### src/rtl/can_reg_responder_pkg.sv
// Shared definitions for the CAN controller register responder:
// register map, bit positions and the bus FSM states.
package can_reg_pkg;

   localparam logic [7:0] A_CTRL     = 8'h00;
   localparam logic [7:0] A_STATUS   = 8'h04;
   localparam logic [7:0] A_INT_EN   = 8'h08;
   localparam logic [7:0] A_INT_STAT = 8'h0C;
   localparam logic [7:0] A_BTR      = 8'h10;
   localparam logic [7:0] A_TX_ID    = 8'h14;
   localparam logic [7:0] A_TX_LO    = 8'h18;
   localparam logic [7:0] A_TX_HI    = 8'h1C;
   localparam logic [7:0] A_RX_ID    = 8'h20;
   localparam logic [7:0] A_RX_LO    = 8'h24;
   localparam logic [7:0] A_RX_HI    = 8'h28;

   localparam int CTRL_TXREQ   = 0;
   localparam int CTRL_EN      = 1;
   localparam int CTRL_DLC_LSB = 4;

   localparam int ST_BUSY   = 0;
   localparam int ST_RXPEND = 1;
   localparam int ST_RXOVR  = 2;

   localparam int IRQ_TX   = 0;
   localparam int IRQ_RX   = 1;
   localparam int IRQ_BERR = 2;
   localparam int IRQ_N    = 3;

   typedef enum logic [1:0] {
      IDLE,
      ACCESS,
      RESP
   } state_t;

   function automatic logic is_ro(input logic [7:0] a);
      return a inside {A_STATUS, A_RX_ID, A_RX_LO, A_RX_HI};
   endfunction

endpackage

### src/rtl/can_reg_responder_if.sv
// IP2Can/Can2IP register bus between the user-interface bridge
// (master) and the CAN register responder (slave).
interface can_reg_responder_if #(
   parameter int DATA_W = 32,
   parameter int ADDR_W = 8
);

   logic              IP2Can_CS;
   logic              IP2Can_RW;
   logic [ADDR_W-1:0] IP2Can_addr;
   logic [DATA_W-1:0] IP2Can_data;
   logic [DATA_W-1:0] Can2IP_data;
   logic              Can2IP_ack;
   logic              Can2IP_error;
   logic              Can2IP_interrupt;

   modport master (
      output IP2Can_CS,
      output IP2Can_RW,
      output IP2Can_addr,
      output IP2Can_data,
      input  Can2IP_data,
      input  Can2IP_ack,
      input  Can2IP_error,
      input  Can2IP_interrupt
   );

   modport slave (
      input  IP2Can_CS,
      input  IP2Can_RW,
      input  IP2Can_addr,
      input  IP2Can_data,
      output Can2IP_data,
      output Can2IP_ack,
      output Can2IP_error,
      output Can2IP_interrupt
   );

endinterface

### src/rtl/can_reg_responder_irq_ctrl.sv
// Interrupt status (event set / write-1-to-clear), enable mask
// and the registered level interrupt.
module can_irq_ctrl
   import can_reg_pkg::*;
(
   input  logic             clk,
   input  logic             rst_n,
   input  logic [IRQ_N-1:0] ev,
   input  logic [IRQ_N-1:0] w1c,
   input  logic             en_we,
   input  logic [IRQ_N-1:0] en_d,
   output logic [IRQ_N-1:0] stat,
   output logic [IRQ_N-1:0] en,
   output logic             irq
);

   always_ff @(posedge clk) begin
      if (!rst_n) begin
         stat <= '0;
         en   <= '0;
         irq  <= 1'b0;
      end else begin
         // an event arriving with its own clear keeps the bit set
         stat <= (stat & ~w1c) | ev;
         if (en_we)
            en <= en_d;
         irq <= |(stat & en);
      end
   end

endmodule

### src/rtl/can_reg_responder.sv
// Slave end of the IP2Can register bus: access FSM, decode,
// register file and TX/RX hand-off to the CAN protocol core.
module can_reg_responder
   import can_reg_pkg::*;
#(
   parameter int          DATA_W  = 32,
   parameter int          ADDR_W  = 8,
   parameter logic [31:0] BTR_RST = 32'h0000_0000
) (
   input  logic               sys_clk,
   input  logic               IP2Can_reset_n,
   can_reg_responder_if.slave bus,
   output logic               can_enable,
   output logic [31:0]        can_btr,
   output logic               can_tx_start,
   output logic [28:0]        can_tx_id,
   output logic [3:0]         can_tx_dlc,
   output logic [63:0]        can_tx_data,
   input  logic               can_tx_done,
   input  logic               can_rx_valid,
   input  logic [28:0]        can_rx_id,
   input  logic [3:0]         can_rx_dlc,
   input  logic [63:0]        can_rx_data,
   input  logic               can_bus_err
);

   state_t state, state_nx;

   logic [ADDR_W-1:0] a_addr;
   logic              a_rw;
   logic [DATA_W-1:0] a_data;

   logic [DATA_W-1:0] rd_val;
   logic [DATA_W-1:0] rdata;
   logic              ack;
   logic              err;

   logic [3:0]  dlc;
   logic        en;
   logic [31:0] btr;
   logic [28:0] tx_id;
   logic [31:0] tx_lo;
   logic [31:0] tx_hi;
   logic        tx_start;
   logic        tx_busy;

   logic        rx_pend;
   logic        rx_ovr;
   logic [28:0] rx_id;
   logic [3:0]  rx_dlc;
   logic [31:0] rx_lo;
   logic [31:0] rx_hi;

   logic [IRQ_N-1:0] int_stat;
   logic [IRQ_N-1:0] int_en;
   logic [IRQ_N-1:0] irq_ev;
   logic [IRQ_N-1:0] irq_w1c;
   logic             irq;

   logic commit;
   logic mapped;
   logic tx_clash;
   logic acc_err;
   logic wr;
   logic rd;
   logic tx_go;
   logic rd_rxhi;
   logic rd_stat;
   logic rx_take;
   logic rx_drop;

   always_ff @(posedge sys_clk) begin
      if (!IP2Can_reset_n)
         state <= IDLE;
      else
         state <= state_nx;
   end

   always_comb begin
      state_nx = state;
      unique case (state)
         IDLE:    if (bus.IP2Can_CS) state_nx = ACCESS;
         ACCESS:  state_nx = RESP;
         RESP:    if (!bus.IP2Can_CS) state_nx = IDLE;
         default: state_nx = IDLE;
      endcase
   end

   always_ff @(posedge sys_clk) begin
      if (!IP2Can_reset_n) begin
         a_addr <= '0;
         a_rw   <= 1'b0;
         a_data <= '0;
      end else if (state == IDLE && bus.IP2Can_CS) begin
         a_addr <= bus.IP2Can_addr;
         a_rw   <= bus.IP2Can_RW;
         a_data <= bus.IP2Can_data;
      end
   end

   // misaligned offsets never match an entry, so they land in default
   always_comb begin
      rd_val = '0;
      mapped = 1'b1;
      unique case (a_addr)
         A_CTRL:     rd_val = {24'b0, dlc, 2'b0, en, 1'b0};
         A_STATUS:   rd_val = {29'b0, rx_ovr, rx_pend, tx_busy};
         A_INT_EN:   rd_val = {29'b0, int_en};
         A_INT_STAT: rd_val = {29'b0, int_stat};
         A_BTR:      rd_val = btr;
         A_TX_ID:    rd_val = {3'b0, tx_id};
         A_TX_LO:    rd_val = tx_lo;
         A_TX_HI:    rd_val = tx_hi;
         A_RX_ID:    rd_val = {rx_dlc, 28'b0} | {3'b0, rx_id};
         A_RX_LO:    rd_val = rx_lo;
         A_RX_HI:    rd_val = rx_hi;
         default:    mapped = 1'b0;
      endcase
   end

   assign commit   = (state == ACCESS);
   assign tx_clash = (a_addr == A_CTRL) && !a_rw
                   && a_data[CTRL_TXREQ] && tx_busy;
   assign acc_err  = !mapped || (!a_rw && is_ro(a_addr)) || tx_clash;
   assign wr       = commit && !a_rw && !acc_err;
   assign rd       = commit && a_rw && !acc_err;
   assign tx_go    = wr && (a_addr == A_CTRL) && a_data[CTRL_TXREQ];
   assign rd_rxhi  = rd && (a_addr == A_RX_HI);
   assign rd_stat  = rd && (a_addr == A_STATUS);

   // a frame arriving while the old one is being drained replaces it
   assign rx_take  = can_rx_valid && (!rx_pend || rd_rxhi);
   assign rx_drop  = can_rx_valid && rx_pend && !rd_rxhi;

   always_ff @(posedge sys_clk) begin
      if (!IP2Can_reset_n) begin
         ack   <= 1'b0;
         err   <= 1'b0;
         rdata <= '0;
      end else if (commit) begin
         ack   <= 1'b1;
         err   <= acc_err;
         rdata <= rd ? rd_val : '0;
      end else if (state == RESP && !bus.IP2Can_CS) begin
         ack   <= 1'b0;
         err   <= 1'b0;
         rdata <= '0;
      end
   end

   always_ff @(posedge sys_clk) begin
      if (!IP2Can_reset_n) begin
         dlc   <= '0;
         en    <= 1'b0;
         btr   <= BTR_RST;
         tx_id <= '0;
         tx_lo <= '0;
         tx_hi <= '0;
      end else begin
         if (wr && a_addr == A_CTRL) begin
            dlc <= a_data[CTRL_DLC_LSB +: 4];
            en  <= a_data[CTRL_EN];
         end
         if (wr && a_addr == A_BTR)
            btr <= a_data[31:0];
         if (wr && a_addr == A_TX_ID)
            tx_id <= a_data[28:0];
         if (wr && a_addr == A_TX_LO)
            tx_lo <= a_data[31:0];
         if (wr && a_addr == A_TX_HI)
            tx_hi <= a_data[31:0];
      end
   end

   always_ff @(posedge sys_clk) begin
      if (!IP2Can_reset_n) begin
         tx_start <= 1'b0;
         tx_busy  <= 1'b0;
      end else begin
         tx_start <= tx_go;
         if (tx_go)
            tx_busy <= 1'b1;
         else if (can_tx_done)
            tx_busy <= 1'b0;
      end
   end

   always_ff @(posedge sys_clk) begin
      if (!IP2Can_reset_n) begin
         rx_pend <= 1'b0;
         rx_ovr  <= 1'b0;
         rx_id   <= '0;
         rx_dlc  <= '0;
         rx_lo   <= '0;
         rx_hi   <= '0;
      end else begin
         if (rx_take) begin
            rx_pend <= 1'b1;
            rx_id   <= can_rx_id;
            rx_dlc  <= can_rx_dlc;
            rx_lo   <= can_rx_data[31:0];
            rx_hi   <= can_rx_data[63:32];
         end else if (rd_rxhi) begin
            rx_pend <= 1'b0;
         end
         if (rx_drop)
            rx_ovr <= 1'b1;
         else if (rd_stat)
            rx_ovr <= 1'b0;
      end
   end

   assign irq_ev[IRQ_TX]   = can_tx_done;
   assign irq_ev[IRQ_RX]   = can_rx_valid;
   assign irq_ev[IRQ_BERR] = can_bus_err;
   assign irq_w1c = (wr && a_addr == A_INT_STAT)
                  ? a_data[IRQ_N-1:0] : '0;

   can_irq_ctrl u_irq (
      .clk   (sys_clk),
      .rst_n (IP2Can_reset_n),
      .ev    (irq_ev),
      .w1c   (irq_w1c),
      .en_we (wr && a_addr == A_INT_EN),
      .en_d  (a_data[IRQ_N-1:0]),
      .stat  (int_stat),
      .en    (int_en),
      .irq   (irq)
   );

   assign bus.Can2IP_data      = rdata;
   assign bus.Can2IP_ack       = ack;
   assign bus.Can2IP_error     = err;
   assign bus.Can2IP_interrupt = irq;

   assign can_enable   = en;
   assign can_btr      = btr;
   assign can_tx_start = tx_start;
   assign can_tx_id    = tx_id;
   assign can_tx_dlc   = dlc;
   assign can_tx_data  = {tx_hi, tx_lo};

endmodule
### src/flat_wrapper.sv
// flat-port wrapper written by rule: the top's interface ports become plain ports
module can_reg_responder_flat import can_reg_pkg::*;
#(
   parameter int          DATA_W  = 32,
   parameter int          ADDR_W  = 8,
   parameter logic [31:0] BTR_RST = 32'h0000_0000
)
  (sys_clk, IP2Can_reset_n, can_enable, can_btr, can_tx_start, can_tx_id, can_tx_dlc, can_tx_data, can_tx_done, can_rx_valid, can_rx_id, can_rx_dlc, can_rx_data, can_bus_err, bus_IP2Can_CS, bus_IP2Can_RW, bus_IP2Can_addr, bus_IP2Can_data, bus_Can2IP_data, bus_Can2IP_ack, bus_Can2IP_error, bus_Can2IP_interrupt);
  can_reg_responder_if #(.DATA_W(DATA_W), .ADDR_W(ADDR_W)) bus_i ();
  input  logic sys_clk;
  input  logic IP2Can_reset_n;
  output logic can_enable;
  output logic [31:0] can_btr;
  output logic can_tx_start;
  output logic [28:0] can_tx_id;
  output logic [3:0] can_tx_dlc;
  output logic [63:0] can_tx_data;
  input  logic can_tx_done;
  input  logic can_rx_valid;
  input  logic [28:0] can_rx_id;
  input  logic [3:0] can_rx_dlc;
  input  logic [63:0] can_rx_data;
  input  logic can_bus_err;
  input wire logic [$bits(bus_i.IP2Can_CS)-1:0] bus_IP2Can_CS;
  input wire logic [$bits(bus_i.IP2Can_RW)-1:0] bus_IP2Can_RW;
  input wire logic [$bits(bus_i.IP2Can_addr)-1:0] bus_IP2Can_addr;
  input wire logic [$bits(bus_i.IP2Can_data)-1:0] bus_IP2Can_data;
  output wire logic [$bits(bus_i.Can2IP_data)-1:0] bus_Can2IP_data;
  output wire logic [$bits(bus_i.Can2IP_ack)-1:0] bus_Can2IP_ack;
  output wire logic [$bits(bus_i.Can2IP_error)-1:0] bus_Can2IP_error;
  output wire logic [$bits(bus_i.Can2IP_interrupt)-1:0] bus_Can2IP_interrupt;
  assign bus_i.IP2Can_CS = bus_IP2Can_CS;
  assign bus_i.IP2Can_RW = bus_IP2Can_RW;
  assign bus_i.IP2Can_addr = bus_IP2Can_addr;
  assign bus_i.IP2Can_data = bus_IP2Can_data;
  assign bus_Can2IP_data = bus_i.Can2IP_data;
  assign bus_Can2IP_ack = bus_i.Can2IP_ack;
  assign bus_Can2IP_error = bus_i.Can2IP_error;
  assign bus_Can2IP_interrupt = bus_i.Can2IP_interrupt;
  can_reg_responder #(.DATA_W(DATA_W), .ADDR_W(ADDR_W), .BTR_RST(BTR_RST)) u_core (.sys_clk(sys_clk), .IP2Can_reset_n(IP2Can_reset_n), .bus(bus_i), .can_enable(can_enable), .can_btr(can_btr), .can_tx_start(can_tx_start), .can_tx_id(can_tx_id), .can_tx_dlc(can_tx_dlc), .can_tx_data(can_tx_data), .can_tx_done(can_tx_done), .can_rx_valid(can_rx_valid), .can_rx_id(can_rx_id), .can_rx_dlc(can_rx_dlc), .can_rx_data(can_rx_data), .can_bus_err(can_bus_err));
endmodule
### config.mk
export PLATFORM = sky130hd
export DESIGN_NAME = can_reg_responder_flat
export DESIGN_NICKNAME = d
export VERILOG_FILES = /design/src/rtl/can_reg_responder_pkg.sv /design/src/rtl/can_reg_responder_if.sv /design/src/rtl/can_reg_responder_irq_ctrl.sv /design/src/rtl/can_reg_responder.sv /design/src/flat_wrapper.sv
export SDC_FILE = /design/constraint.sdc
export NUM_CORES = 1
export LEC_CHECK = 0
export CORE_AREA = 2 2 156 158
export CTS_BUF_LIST = sky130_fd_sc_hd__clkbuf_8
export DETAILED_ROUTE_END_ITERATION = 12
export DIE_AREA = 0 0 158 160
export PLACE_DENSITY = 0.86
export REMOVE_ABC_BUFFERS = 1
export SLEW_MARGIN = 20
export SYNTH_ARGS = -nofsm -noshare
export SYNTH_HDL_FRONTEND = slang
export SYNTH_SLANG_ARGS = --single-unit
### constraint.sdc
create_clock -name sys_clk -period 4.95 [get_ports sys_clk]
set_input_delay 0.99 -clock sys_clk [delete_from_list [all_inputs] [get_ports sys_clk]]
set_output_delay 0.99 -clock sys_clk [all_outputs]
set_load 0.01 [all_outputs]
### After elaboration in Yosys (flattened, before gate mapping)

Cells that the tools add are included.

| storage, ports and cells | value |
|---|---|
| bits in registers | 315 |
| input bits | 144 |
| output and inout bits | 166 |
| word-level logic and storage cells | 103 |

| cells by class | value |
|---|---|
| equal/unequal tests | 14 |
| mux-type cells | 18 |
| bitwise gates (word level) | 5 |
| reduce and logical (&&, ||, !) cells | 42 |

Operator list:

| operator | number |
|---|---|
| $pmux W32 S11 | 1 |
| $mux W32 | 3 |
| $eq A8 B5 Y1 const B | 4 |
| $or A32 B29 Y32 | 1 |
| $eq A8 B6 Y1 const B | 3 |
| $logic_and A1 B1 Y1 | 23 |
| $eq A8 B4 Y1 const B | 2 |
| $reduce_or A11 Y1 | 1 |
| $mux W1 | 10 |
| $eq A8 B3 Y1 const B | 1 |
| $logic_not A8 Y1 | 1 |
| $reduce_bool A2 Y1 | 4 |
| $and A3 B3 Y3 | 2 |
| $logic_not A1 Y1 | 6 |
| $pmux W2 S3 | 1 |
| $mux W2 | 2 |
| $ne A2 B2 Y1 const B | 2 |
| $reduce_bool A4 Y1 | 1 |
| $logic_or A1 B1 Y1 | 3 |
| $mux W3 | 1 |
| $not A3 Y3 | 1 |
| $or A3 B3 Y3 | 1 |
| $reduce_or A3 Y1 | 1 |
| $eq A2 B1 Y1 const B | 1 |
| other kinds (3) | 3 |

### Depth between registers and ports, before layout

| logic depth | value |
|---|---|
| word-level depth | 13 |
| mapped depth | 9 |

### Cells and area by module

From an unflattened synthesis, not the netlist that was laid out.

| second synthesis, totals | value |
|---|---|
| cells, all modules | 1653 |
| area total of the unflattened synthesis | 14079.8 um2 |

By module, submodules not included:

| module | instances | cells each | area each (um2) | seq. area each (um2) |
|---|---|---|---|---|
| can_reg_responder | 1 | 1632 | 13833.3 | 6165.9 |
| can_irq_ctrl | 1 | 21 | 246.5 | 140.1 |

### Least setup slack after synthesis

OpenSTA, ideal clock, no wires.

| timing | value |
|---|---|
| path kind | input -> register |
| start | in IP2Can_reset_n |
| end | reg u_core.a_addr[0] |
| data arrival time | 2.029 ns |
| data required time | 4.818 ns |
| setup slack | 2.789 ns |
| stages | 6 |
| cell sequence | clkbuf_1 > inv_1 > clkbuf_1 > clkbuf_1 > buf_1 > a21oi_1 |

RTL lines:

| item | line | text |
|---|---|---|
| start: declaration | flat_wrapper.sv:11 | `input logic IP2Can_reset_n;` |
| end signal: assignment | can_reg_responder.sv:95 | `a_addr <= bus.IP2Can_addr;` |
| end: declaration | can_reg_responder.sv:29 | `logic [ADDR_W-1:0] a_addr;` |

No word-level cell between the ends.

### Worst setup path in the final report

| timing | value |
|---|---|
| start | reg u_core.a_addr[2] |
| end | reg u_core.rdata[22], in the netlist u_core.bus.Can2IP_data[22] |

| between the ends | value |
|---|---|
| word-level cells in the longest chain between the ends | 10 |
| elaborated cells on any way between the ends | 26 |

RTL lines:

| item | line | text |
|---|---|---|
| $eq A8 B4 Y1 (tied with other cells) | can_reg_responder.sv:105 | `unique case (a_addr)` |
| $reduce_or A11 Y1 (no source line) | - |  |
| $mux W1 | can_reg_responder.sv:105 |  |
| $logic_not A1 Y1 | can_reg_responder.sv:124 | `assign acc_err = !mapped \|\| (!a_rw && is_ro(a_addr)) \|\| tx_clash;` |
| $logic_or A1 B1 Y1 (2 in a row) | can_reg_responder.sv:124 |  |
| $logic_not A1 Y1 | can_reg_responder.sv:126 | `assign rd = commit && a_rw && !acc_err;` |
| $logic_and A1 B1 Y1 | can_reg_responder.sv:126 |  |
| $mux W32 (*) | can_reg_responder.sv:143 | `rdata <= rd ? rd_val : '0;` |
| $mux W32 (*) | can_reg_responder.sv:140 | `end else if (commit) begin` |
| end signal: assignment | can_reg_responder.sv:143 |  |
| end: declaration | can_reg_responder.sv:34 | `logic [DATA_W-1:0] rdata;` |

Every way passes the cells marked *; elsewhere a longest branch is shown, timed or not.
A chain may end at the register's enable or synchronous reset.

==> flow_metrics.py <==
metrics = {
    "final_layout": {
        "nFillCells": 1848,
        "syn_to_final_growth_pct": 31.6,
        "final_layout_size_suffix_gt1_share_pct": 7.39,
        "antennaDiodeCount": 0,
        "finalCoreUtilization_pct": 72.1,
        "nets": 2044,
        "postLayoutCellArea_um2": 17200,
    },
    "synthesis": {
        "synth_edf_count": 0,
        "post-synth-top-area-cell": "sky130_fd_sc_hd__dfxtp_1",
        "synthMostInstantiatedCell": "sky130_fd_sc_hd__nand2_1",
        "syn_inst": 1653,
        "synthSimpleGateAreaFrac_pct": 23.0,
        "yosys_register_bits": 315,
        "synth.area.top_cells": "sky130_fd_sc_hd__dfxtp_1 48%, sky130_fd_sc_hd__nand2_1 15%, sky130_fd_sc_hd__a21oi_1 6.8%",
        "dominantRegCellSynth": "sky130_fd_sc_hd__dfxtp_1",
        "synth_top_area_share_pct": 48.3,
        "synth_common_cells": "515 x sky130_fd_sc_hd__nand2_1, 315 x sky130_fd_sc_hd__dfxtp_1, 178 x sky130_fd_sc_hd__a21oi_1",
        "asyncSetResetFlopFracSynth_pct": 0,
        "synth_top_family_by_area": "simple AND/OR/NAND/NOR gates",
        "yosys.cell_types.count": 51,
        "synth_xor_area_share_pct": 0,
        "synth_adder_area_share_pct": 0,
        "synthesis.area_um2": 13100,
        "post_synth_mux_area_share_pct": 4.77,
        "ys_seq_area_share_pct": 48.3,
        "area_fraction_in_compound_gates_after_synthesis_pct": 19.0,
        "postSynthAreaPerCell_um2": 7.90,
        "yosys_warnings": 0,
    },
    "clocking": {
        "cts-resized-gates": 0,
        "cts_buffers": 50,
        "clock_tree_from_tritoncts": "built",
        "clockRootBuffer": "sky130_fd_sc_hd__clkbuf_8",
        "clkSinkCount": 315,
        "clkTransAtPathRegs_ns": 0.06,
        "cts_setup_buffers": 0,
        "cts_hold_buffers": 0,
        "h_tree_level_count": 2,
        "cts_buffer_depth": 3,
        "clk_latency_ns": 0.57,
    },
    "worst_hold_path": {
        "min_delay_path_depth": 2,
        "hold_class": "reg2reg",
    },
    "outcome": {
        "status": "finished, final reports clean",
    },
    "critical_path": {
        "category_of_the_most_critical_setup_path": "reg2reg",
        "endpoint": "u_core.bus.Can2IP_data[22]$_SDFFE_PN0P_",
        "reg2reg_setup_slack_ns": 1.51,
        "arrival_ns": 3.92,
        "critPathMaxFanout": 25,
        "worstSetupEndpointType": "flip-flop",
        "required_ns": 5.43,
        "r2r_cells": 6,
        "rr_endpoint": "u_core.bus.Can2IP_data[22]$_SDFFE_PN0P_",
        "startpoint_type": "flip-flop",
        "critPathLaunch": "u_core.a_addr[2]$_SDFFE_PN0P_",
        "regToRegStartpoint": "u_core.a_addr[2]$_SDFFE_PN0P_",
    },
    "placement": {
        "dp_worst_setup_slack_ns": 1.55,
        "detailed_place_hpwl_um": 30300,
        "place_congestion": 0.896,
        "post_dp_cell_area_um2": 16200,
        "place.port_buffers": 309,
    },
    "floorplan": {
        "dieArea_um2": 25300,
        "num_io_pins": 310,
        "floorplan.rows": 57,
        "initial_core_util_pct": 54.8,
        "chipHeight_um": 160,
        "placeableCoreArea_um2": 23800,
        "die-width_um": 158,
    },
    "detailed_routing": {
        "drt-initial-drc-count": 1441,
        "drt_drc_violations_left": 0,
        "wl_per_cell_um": 20.6,
        "avgViaCountPerCell": 5.95,
        "wirelength_um": 46600,
        "routed-via-count": 13436,
        "drtAntennaViolNets": 0,
        "detail_route.first_pass.iterations": 8,
    },
    "global_route": {
        "gr-total-overflow": 0,
        "grt_antenna_before_repair": 0,
        "via_count_of_the_first_global_routing_pass": 12829,
        "first_pass_grt_wire_length_um": 70000,
        "grt_start_max_net_pins": 154,
        "track_usage_pct": 35.7,
    },
    "pwr": {
        "cell_internal_pwr_mw": 4.01,
        "sequentialPowerShare_pct": 49.8,
        "netSwitchingPower_mw": 1.39,
        "vdd.ir_drop.worst_uv": 190,
        "pwr_per_cell_area_nw_per_um2": 315,
        "clock_network_power_share_pct": 40.8,
        "finalPower_mw": 5.41,
        "p_sw_share_pct": 25.8,
        "logic_pwr_share_pct": 9.3,
        "p_leak_nw": 5.75,
    },
    "timing": {
        "maxSlewViolCount": 0,
        "postLayoutSetupSlackWorst_ns": 1.51,
        "finClkSkew_ns": 0.0143,
        "hold_viol_final": 0,
        "period_minus_slack_ns": 3.44,
        "tns_ns": 0,
        "min_period_over_period_pct": 69.6,
        "final_number_of_setup_violating_endpoints": 0,
        "unrepaired_setup_endpoints_after_global_routing": "no",
        "timing_worst_slew_pin_value_ns": 1.17,
        "timing.slew.headroom_pct": 21.8,
        "max_freq_mhz": 290,
    },
    "job": {
        "timing.max_cap.violations": 0,
    },
}
-- per-stage QoR --
step           std cells  hold slack (ns)
5_1_grt             2259            0.481
4_1_cts             2259            0.457
2_1_floorplan       1517            0.436
3_3_place_gp        2172            0.436
6_report            2259            0.455
3_5_place_dp        2172            0.443
-- cell type report --
class	instances	area [µm²]	share of cell area, %
repair buffers	331	3270	19.0
multi-input cells	1194	6150	35.8
clock buffers	67	922	5.37
inverters	8	35.0	0.204
well taps	324	405	2.36
clock inverters	20	82.6	0.481
flip-flops and latches	315	6310	36.7
-- state kept, by name, summed over array words and instances, names as in the netlist, 2 cells and up --
register	flops
u_core.a_data	32
u_core.bus.Can2IP_data	32
u_core.can_btr	32
u_core.rx_hi	32
u_core.rx_lo	32
u_core.tx_hi	32
u_core.tx_lo	32
u_core.can_tx_id	29
u_core.rx_id	29
u_core.a_addr	8
u_core.can_tx_dlc	4
u_core.rx_dlc	4
u_core.u_irq.en	3
u_core.u_irq.stat	3
u_core.state	2
-- worst max-delay path, cell delays in order (launching register included) --
cell and delay (ns):
sky130_fd_sc_hd__dfxtp_2 0.51, sky130_fd_sc_hd__and2_1 0.50, sky130_fd_sc_hd__o21ai_0 0.32, sky130_fd_sc_hd__nor4b_1 0.84
sky130_fd_sc_hd__nand2_1 0.54, sky130_fd_sc_hd__buf_4 0.40, sky130_fd_sc_hd__o21ai_0 0.22
-- cells in the final DEF (no fill, tap or decap), types with 4 or more instances in the layout --
cell / instances
sky130_fd_sc_hd__o21ai_0: 153
sky130_fd_sc_hd__inv_1: 23
sky130_fd_sc_hd__mux2_2: 8
sky130_fd_sc_hd__mux4_2: 9
sky130_fd_sc_hd__nand2_1: 515
sky130_fd_sc_hd__a221oi_1: 11
sky130_fd_sc_hd__dfxtp_1: 313
sky130_fd_sc_hd__a21oi_1: 178
sky130_fd_sc_hd__clkdlybuf4s50_1: 308
sky130_fd_sc_hd__nand3_1: 106
sky130_fd_sc_hd__nand4_1: 4
sky130_fd_sc_hd__nor2_1: 23
sky130_fd_sc_hd__buf_4: 21
sky130_fd_sc_hd__o21ai_1: 10
sky130_fd_sc_hd__a22oi_1: 39
sky130_fd_sc_hd__a211oi_1: 4
sky130_fd_sc_hd__mux2i_1: 33
sky130_fd_sc_hd__nor2b_1: 7
sky130_fd_sc_hd__nor2_4: 5
sky130_fd_sc_hd__clkbuf_8: 67
sky130_fd_sc_hd__a22o_1: 8
sky130_fd_sc_hd__nor3_1: 14
sky130_fd_sc_hd__o22ai_1: 12
sky130_fd_sc_hd__a21oi_2: 10
-- routing by layer --
layer	routed length, µm	global-route usage, %	vias to the layer above
li1	-	-	6148
met2	21200	56.7	811
met4	2630	20.0	0
met5	0	0	-
met3	4780	6.62	185
met1	17900	45.6	6292
-- logic make-up after synthesis --
family,count (synthesis)
buffers and inverters,144
AOI/OAI and AO/OA,441
DFF,315
and+or+nand+nor,703
muxes,50
-- power groups by stage --
| stage | clock network, mW | logic [mW] | registers [mW] |
|---|---|---|---|
| after floorplan | 0 | 0.214 | 2.73 |
| after global placement | 0 | 0.483 | 2.74 |
| after detailed placement | 0 | 0.492 | 2.75 |
| final | 2.21 | 0.504 | 2.69 |
| after CTS | 2.20 | 0.496 | 2.69 |
| after global routing | 2.32 | 0.539 | 2.70 |
-- how the worst min path moves through the flow --
stage / startpoint / to / slack (ns)
after floorplan: u_core.rx_dlc[3]$_SDFFE_PN0P_ / u_core.rx_dlc[3]$_SDFFE_PN0P_ / 0.44
after global placement: u_core.bus.Can2IP_data[20]$_SDFFE_PN0P_ / u_core.bus.Can2IP_data[20]$_SDFFE_PN0P_ / 0.44
after detailed placement: u_core.bus.Can2IP_data[8]$_SDFFE_PN0P_ / u_core.bus.Can2IP_data[8]$_SDFFE_PN0P_ / 0.44
after CTS: u_core.bus.Can2IP_data[8]$_SDFFE_PN0P_ / u_core.bus.Can2IP_data[8]$_SDFFE_PN0P_ / 0.46
after global routing: u_core.rx_id[1]$_SDFFE_PN0P_ / u_core.rx_id[1]$_SDFFE_PN0P_ / 0.48
final: u_core.bus.Can2IP_data[8]$_SDFFE_PN0P_ / u_core.bus.Can2IP_data[8]$_SDFFE_PN0P_ / 0.45
(Power assumes the default switching activity.)
